File: config.mk
export PLATFORM = sky130hd
export DESIGN_NAME = div_iter
export DESIGN_NICKNAME = d
export VERILOG_FILES = /design/src/rtl/div_iter_pkg.sv /design/src/rtl/div_iter.sv
export SDC_FILE = /design/constraint.sdc
export NUM_CORES = 1
export LEC_CHECK = 0
export CAP_MARGIN = 20
export CORE_MARGIN = 2
export CORE_UTILIZATION = 59
export CTS_CLUSTER_DIAMETER = 120
export DETAILED_ROUTE_END_ITERATION = 10
export DONT_BUFFER_PORTS = 1
export PLACE_DENSITY_LB_ADDON = 0.25
export SKIP_CTS_REPAIR_TIMING = 1
export SYNTH_ARGS = -nofsm -noshare
export SYNTH_HDL_FRONTEND = slang
export SYNTH_SLANG_ARGS = --single-unit
File: constraint.sdc
create_clock -name clk -period 6.74 [get_ports clk]
set_clock_uncertainty 0.2 [all_clocks]
set_input_delay 1.011 -clock clk [delete_from_list [all_inputs] [get_ports clk]]
set_output_delay 1.011 -clock clk [all_outputs]
set_load 0.02 [all_outputs]
File: src/rtl/div_iter_pkg.sv
// Shared encodings for the iterative divider: FSM states and result-ready levels.
package div_iter_pkg;

    typedef enum logic [1:0] {
        DIV_FREE   = 2'b00,
        DIV_BYZERO = 2'b01,
        DIV_ON     = 2'b10,
        DIV_END    = 2'b11
    } div_state_e;

    localparam logic DIV_RESULT_READY     = 1'b1;
    localparam logic DIV_RESULT_NOT_READY = 1'b0;

endpackage

File: src/rtl/div_iter.sv
// Iterative radix-2 restoring divider answering the EX-stage start_i/ready_o handshake.
// Handshake: start_i is held with stable operands until ready_o=1; result_o is valid while ready_o=1.
module div_iter
    import div_iter_pkg::*;
#(
    parameter int DATA_W = 32
) (
    input  logic                  clk,
    input  logic                  resetn,
    input  logic                  signed_div_i,
    input  logic [DATA_W-1:0]     opdata1_i,
    input  logic [DATA_W-1:0]     opdata2_i,
    input  logic                  start_i,
    input  logic                  annul_i,
    output logic [2*DATA_W-1:0]   result_o,
    output logic                  ready_o,
    output logic [1:0]            dbg_state_o
);

    localparam int CNT_W = $clog2(DATA_W) + 1;

    div_state_e          state_q, state_d;
    logic [CNT_W-1:0]    cnt_q, cnt_d;
    logic [DATA_W-1:0]   rem_q, rem_d;
    logic [DATA_W-1:0]   dvd_q, dvd_d;
    logic [DATA_W-1:0]   divisor_q, divisor_d;
    logic                neg_quot_q, neg_quot_d;
    logic                neg_rem_q, neg_rem_d;
    logic                signed_q, signed_d;
    logic                ready_q, ready_d;
    logic [2*DATA_W-1:0] result_q, result_d;

    logic                op1_neg, op2_neg;
    logic [DATA_W-1:0]   op1_abs, op2_abs;
    logic [DATA_W:0]     shifted, trial;
    logic                qbit;
    logic [DATA_W-1:0]   rem_next, quot_next, rem_fix, quot_fix;

    // Magnitudes; the most negative value maps onto itself and is then read as unsigned.
    assign op1_neg = signed_div_i & opdata1_i[DATA_W-1];
    assign op2_neg = signed_div_i & opdata2_i[DATA_W-1];
    assign op1_abs = op1_neg ? (~opdata1_i + 1'b1) : opdata1_i;
    assign op2_abs = op2_neg ? (~opdata2_i + 1'b1) : opdata2_i;

    // One restoring step: quotient bits shift into the dividend register from the bottom.
    assign shifted   = {rem_q, dvd_q[DATA_W-1]};
    assign trial     = shifted - {1'b0, divisor_q};
    assign qbit      = (shifted >= {1'b0, divisor_q});
    assign rem_next  = qbit ? trial[DATA_W-1:0] : shifted[DATA_W-1:0];
    assign quot_next = {dvd_q[DATA_W-2:0], qbit};
    assign quot_fix  = (signed_q & neg_quot_q) ? (~quot_next + 1'b1) : quot_next;
    assign rem_fix   = (signed_q & neg_rem_q)  ? (~rem_next + 1'b1)  : rem_next;

    always_comb begin
        state_d    = state_q;
        cnt_d      = cnt_q;
        rem_d      = rem_q;
        dvd_d      = dvd_q;
        divisor_d  = divisor_q;
        neg_quot_d = neg_quot_q;
        neg_rem_d  = neg_rem_q;
        signed_d   = signed_q;
        ready_d    = ready_q;
        result_d   = result_q;

        case (state_q)
            DIV_FREE: begin
                ready_d  = DIV_RESULT_NOT_READY;
                result_d = '0;
                if (start_i && !annul_i) begin
                    if (opdata2_i == '0) begin
                        state_d = DIV_BYZERO;
                    end else begin
                        dvd_d      = op1_abs;
                        divisor_d  = op2_abs;
                        neg_quot_d = op1_neg ^ op2_neg;
                        neg_rem_d  = op1_neg;
                        signed_d   = signed_div_i;
                        rem_d      = '0;
                        cnt_d      = '0;
                        state_d    = DIV_ON;
                    end
                end
            end
            DIV_BYZERO: begin
                if (annul_i) begin
                    state_d = DIV_FREE;
                end else begin
                    state_d  = DIV_END;
                    result_d = '0;
                    ready_d  = DIV_RESULT_READY;
                end
            end
            DIV_ON: begin
                if (annul_i) begin
                    state_d  = DIV_FREE;
                    ready_d  = DIV_RESULT_NOT_READY;
                    result_d = '0;
                end else begin
                    rem_d = rem_next;
                    dvd_d = quot_next;
                    cnt_d = cnt_q + 1'b1;
                    if (cnt_q == CNT_W'(DATA_W - 1)) begin
                        result_d = {rem_fix, quot_fix};
                        ready_d  = DIV_RESULT_READY;
                        state_d  = DIV_END;
                    end
                end
            end
            DIV_END: begin
                if (!start_i || annul_i) begin
                    state_d  = DIV_FREE;
                    ready_d  = DIV_RESULT_NOT_READY;
                    result_d = '0;
                end
            end
            default: state_d = DIV_FREE;
        endcase
    end

    always_ff @(posedge clk or negedge resetn) begin
        if (!resetn) begin
            state_q    <= DIV_FREE;
            cnt_q      <= '0;
            rem_q      <= '0;
            dvd_q      <= '0;
            divisor_q  <= '0;
            neg_quot_q <= 1'b0;
            neg_rem_q  <= 1'b0;
            signed_q   <= 1'b0;
            ready_q    <= DIV_RESULT_NOT_READY;
            result_q   <= '0;
        end else begin
            state_q    <= state_d;
            cnt_q      <= cnt_d;
            rem_q      <= rem_d;
            dvd_q      <= dvd_d;
            divisor_q  <= divisor_d;
            neg_quot_q <= neg_quot_d;
            neg_rem_q  <= neg_rem_d;
            signed_q   <= signed_d;
            ready_q    <= ready_d;
            result_q   <= result_d;
        end
    end

    assign result_o    = result_q;
    assign ready_o     = ready_q;
    assign dbg_state_o = state_q;

endmodule
# Word level (Yosys, flattened, before mapping)
# Index checks and enable logic that the tools add are counted.
[word_totals]
reg_bits = 172
elab_cells = 82
[op_classes]
bitwise = 10
add_sub_neg = 6
muxes = 34
magnitude_cmp = 1
n_eq_ne = 10
reduce_logical = 11
[ops]
columns = ["cell", "count"]
rows = [
  ["32-bit 2-to-1 mux", 11],
  ["64-bit 2-to-1 mux", 4],
  ["64-bit one-hot mux with 4 select lines", 1],
  ["32-bit by 1-bit adder with 32-bit output (second input constant)", 4],
  ["32-bit inverter", 4],
  ["32-bit one-hot mux with 2 select lines", 2],
  ["33-bit by 32-bit >= comparator with 1-bit output", 1],
  ["32-bit zero test", 1],
  ["32-bit subtractor", 1],
  ["6-bit 2-to-1 mux", 3],
  ["2-bit 2-to-1 mux", 6],
  ["6-bit one-hot mux with 2 select lines", 1],
  ["2-bit != test (second input constant)", 5],
  ["3-bit AND reduction", 3],
  ["2-bit one-hot mux with 4 select lines", 1],
  ["6-bit by 1-bit adder with 6-bit output (second input constant)", 1],
  ["6-bit by 5-bit equality test with 1-bit output (second input constant)", 1],
  ["1-bit AND", 4],
  ["2-bit equality test (second input constant)", 2],
  ["1-bit 2-to-1 mux", 4],
  ["1-bit one-hot mux with 4 select lines", 1],
  ["4-bit AND reduction", 1],
  ["3-bit != test (second input constant)", 1],
  ["2-bit by 1-bit equality test with 1-bit output (second input constant)", 1],
  ["7 further kinds", 8],
]

# Depth between registers and ports, before layout
[depth]
ltp_word = 8
ltp_mapped = 23

# Least setup slack after synthesis
# No wires, ideal clock.
[synth_path]
path_type = "register to register"
from = "register rem_q[12]"
to = "register result_q[60] (netlist: result_o[60])"
t_arrival_ns = 4.612
path_slack_ns = 1.807
n_path_buf = 5
setup_ns = 0.121
t_required_ns = 6.419
synth_period_minus_slack_ns = 4.933
path_stages_with_launch = 23
cell_sequence = "dfrtp_1 ha_1 buf_2 nand4_1 nor3_2 o2111ai_2 a211oi_2 or2_4 buf_6 buf_6 buf_2 buf_2 nand2_1 o21ai_0 ha_1 nor4b_1 and4_1 and3_1 o221ai_2 nor4b_2 a31oi_1 xnor2_1 a22o_1"
[synth_between]
elab_chain_cells = 8
elab_cells_between_ends = 9
cone_classes = "add/sub (2); order compare (1); mux (5); bitwise (1)"
[synth_lines]
columns = ["element", "line_no", "text"]
rows = [
  ["from (decl)", "div_iter.sv:24", "logic [DATA_W-1:0] rem_q, rem_d;"],
  ["from (signal assigned)", "div_iter.sv:136", "rem_q <= rem_d;"],
  ["32-bit subtractor / 33-bit by 32-bit >= comparator with 1-bit output (equally long branches)", "div_iter.sv:47, div_iter.sv:48", ""],
  ["32-bit 2-to-1 mux (*)", "div_iter.sv:49", "assign rem_next = qbit ? trial[DATA_W-1:0] : shifted[DATA_W-1:0];"],
  ["32-bit inverter", "div_iter.sv:52", "assign rem_fix = (signed_q & neg_rem_q) ? (~rem_next + 1'b1) : rem_next;"],
  ["32-bit by 1-bit adder with 32-bit output", "div_iter.sv:52", ""],
  ["32-bit 2-to-1 mux (*)", "div_iter.sv:52", ""],
  ["64-bit 2-to-1 mux (*)", "div_iter.sv:103", "if (cnt_q == CNT_W'(DATA_W - 1)) begin"],
  ["64-bit 2-to-1 mux (*)", "div_iter.sv:95", "if (annul_i) begin"],
  ["64-bit one-hot mux with 4 select lines (*)", "div_iter.sv:66", "case (state_q)"],
  ["to (signal assigned)", "div_iter.sv:143", "result_q <= result_d;"],
  ["to (decl)", "div_iter.sv:31", "logic [2*DATA_W-1:0] result_q, result_d;"],
]
# Mark *: on every way between the ends. The rest lies on a longest branch, timed or not. The select of a mux whose other input is x is not followed.
# A chain may end at the register's enable or synchronous reset.

# Worst setup path in the final report
# Same ends and word-level chain as after synthesis.

==> results.json <==
{
  "maxCapViolCount": 0,
  "synth_compound_area_share_pct": 25.4,
  "viasPerCell": 6.52,
  "first_global_vias": 9849,
  "cts_buffer_depth": 2,
  "crit_required_ns": 6.87,
  "cts_tree": "yes",
  "hold_path.class": "input pin to asynchronous set/reset pin",
  "synth_top_area_cell": "dfrtp_1",
  "rr_startpoint": "rem_q[12]",
  "async_reset_ff_share_pct": 100,
  "synthXorXnorAreaFrac_pct": 10.1,
  "initialDrtViolationCount": 1103,
  "dieHeight_um": 147,
  "core_area_um2": 20200,
  "placedCellCount": 1608,
  "synth_fa_ha_area_share_pct": 4.50,
  "fin_setup_tns_ns": 0,
  "worst-r2r-setup-slack_ns": 1.26,
  "ant_nets": 0,
  "synth_top_area_share_pct": 35.5,
  "synth_mux_area_share_pct": 1.88,
  "pwr_density_cell_nw_per_um2": 376,
  "port_buffers": 0,
  "gp_congestion": 0.981,
  "drive_gt1_share_pct": 5.99,
  "leakagePower_uw": 0.00555,
  "synth-edff-count": 0,
  "worstPathCellList": "ha_1 -> nand4_1 -> nor3_1 -> nand4_1 -> a31oi_1 -> or2_4 -> inv_2 -> mux2i_1 -> ha_1 -> nor4b_1 -> and4_1 -> and3_1 -> o221ai_2 -> nor4b_2 -> a31oi_1 -> xnor2_1 -> a22o_1",
  "min_period_ns": 5.48,
  "seq_area_frac_synth_pct": 35.5,
  "ys_top_cells_by_count": "dfrtp_1 (172), nand2_1 (132), o21ai_0 (125), a21oi_1 (121), nor2_1 (116)",
  "num_vias": 10694,
  "cts_root_buffer": "clkbuf_16",
  "areaGrowthSynthToFinish_pct": 5.76,
  "rsz0062_at_grt": "no",
  "wl_um": 34300,
  "final_area_um2": 12800,
  "rows": 52,
  "synth_simple_gate_area_share_pct": 18.1,
  "syn_nets": 1516,
  "report.final.slew_viol_count": 0,
  "cts_sinks": 172,
  "clock_latency_ns": 0.44,
  "h-tree-depth": 4,
  "fin_cells": 1640,
  "cts_buffers": 17,
  "synth.most_common_cell": "dfrtp_1",
  "critPathMaxStageDelay_ns": 0.68,
  "worstSetupPathType": "flip-flop to flip-flop",
  "hold_ws_ns": 0.0583,
  "start_util_pct": 60.0,
  "die_area_um2": 21700,
  "relSlewSlack_pct": 27.1,
  "tightestPinTransition_ns": 1.09,
  "place_hpwl_um": 25200,
  "synth.distinct_cells": 93,
  "drc": 0,
  "finalHoldViolCount": 0,
  "placed_area_um2": 12200,
  "startpoint": "rem_q[12]",
  "grt_first_pass_wirelength_um": 54300,
  "max_clock_freq_mhz": 182,
  "syn-cell-area_um2": 12100,
  "crit_path_start_kind": "flip-flop",
  "synthFlopType": "dfrtp_1",
  "fin_crit_sh_pct": 81.3,
  "clk_pin_slew_ns": 0.08,
  "ys_warn_count": 0,
  "grt_max_degree": 173,
  "ys_ff_latch": 172,
  "cp_slowest_cell": "or2_4",
  "wl_per_cell_um": 20.9,
  "status": "completed",
  "gr-usage-all-layers_pct": 31.5,
  "synthCells": 1404,
  "ir_worst_vdd_mv": 0.637,
  "first_pass_iters": 6,
  "synth_top_family_by_area": "compound AO/OA/AOI/OAI gates",
  "antenna_cells": 0,
  "io_pins": 136,
  "syn_area_per_cell_um2": 8.63,
  "grt-ovfl-total": 0,
  "layout.nets": 1469,
  "antenna_found_initial": 0,
  "die_w_um": 147,
  "crit_fanout": 47,
  "endpoint_kind": "flip-flop",
  "setup_viol": 0,
  "crit_arrival_ns": 5.61,
  "synth.area.top_cells": "dfrtp_1 (36%), xnor2_1 (5.3%), o21ai_0 (5.2%)"
}
## per-stage QoR
stage	setup WS, ns	total power [uW]	utilization, %
3_5_place_dp	1.35	3760	60.4
5_1_grt	0.796	5120	63.5
2_1_floorplan	1.81	3250	-
4_1_cts	1.33	4790	63.5
6_report	1.26	4820	63.5
3_3_place_gp	1.50	3700	60.4
## cells by family after synthesis
group / Yosys count
AOI/OAI and AO/OA: 463
xor gates and xnor gates: 139
adders and majority gates: 43
buffers and inverters: 129
DFF: 172
muxes: 21
and+or+nand+nor: 437
## registers in the layout (all words and copies together), names as in the netlist
register     cells
result_o        64
divisor_q       32
dvd_q           32
rem_q           32
cnt_q            6
dbg_state_o      2
neg_quot_q       1
neg_rem_q        1
ready_o          1
signed_q         1
## per-layer routing
metal  global-route usage, %  vias to the layer above  wire [um]
met2                    45.4                      517      14400
met1                    49.1                     5136      16100
met4                    6.92                        0        402
li1                        -                     5011          -
met3                    6.15                       30       3350
met5                       0                        -          0
## placed cells by master (no fill, tap or decap), drive strengths merged, types with 45 or more instances in the layout
| master | synthesis | final |
|---|---|---|
| a22o | 65 | 65 |
| nor3 | 45 | 45 |
| xnor2 | 73 | 73 |
| o21ai | 128 | 128 |
| xor2 | 66 | 66 |
| dfrtp | 172 | 172 |
| nor2 | 117 | 117 |
| nand2 | 133 | 133 |
| a21oi | 125 | 125 |
| inv | 55 | 62 |
## path summary, 6_finish.rpt
path / end / depth (start not counted)
worst min-delay path: rem_q[6] / 0
worst max-delay path: result_o[60] / 17
min in group clk: divisor_q[0] / 2
max in group asynchronous: rem_q[18] / 0
worst max register to register: result_o[60] / 17
worst min register to register: divisor_q[0] / 2
## critical path, delay by kind of cell (launching register included)
family,cells,cell delay [ns]
AOI/OAI and AO/OA,4,0.84
xor gates and xnor gates,1,0.16
adders and majority gates,2,0.79
buffers and inverters,1,0.08
DFF,1,0.48
muxes,1,0.25
and+or+nand+nor,8,2.57
## cell type report
class                           instances  area (um2)
Clock buffer                           17         425
Timing Repair Buffer                    8        60.1
Multi-Input combinational cell       1103        7270
Inverter                               55         206
Tap cell                              270         338
Clock inverter                         15         203
Sequential cell                       172        4300
Fill cell                            1760        7360
## report_power, final
part | total (uW) | switching (uW) | internal [uW] | leakage, uW
clock | 1030 | 520 | 513 | 0.000298
combinational | 2180 | 1410 | 772 | 0.00299
sequential | 1610 | 319 | 1290 | 0.00227
(Power assumes the default switching activity.)
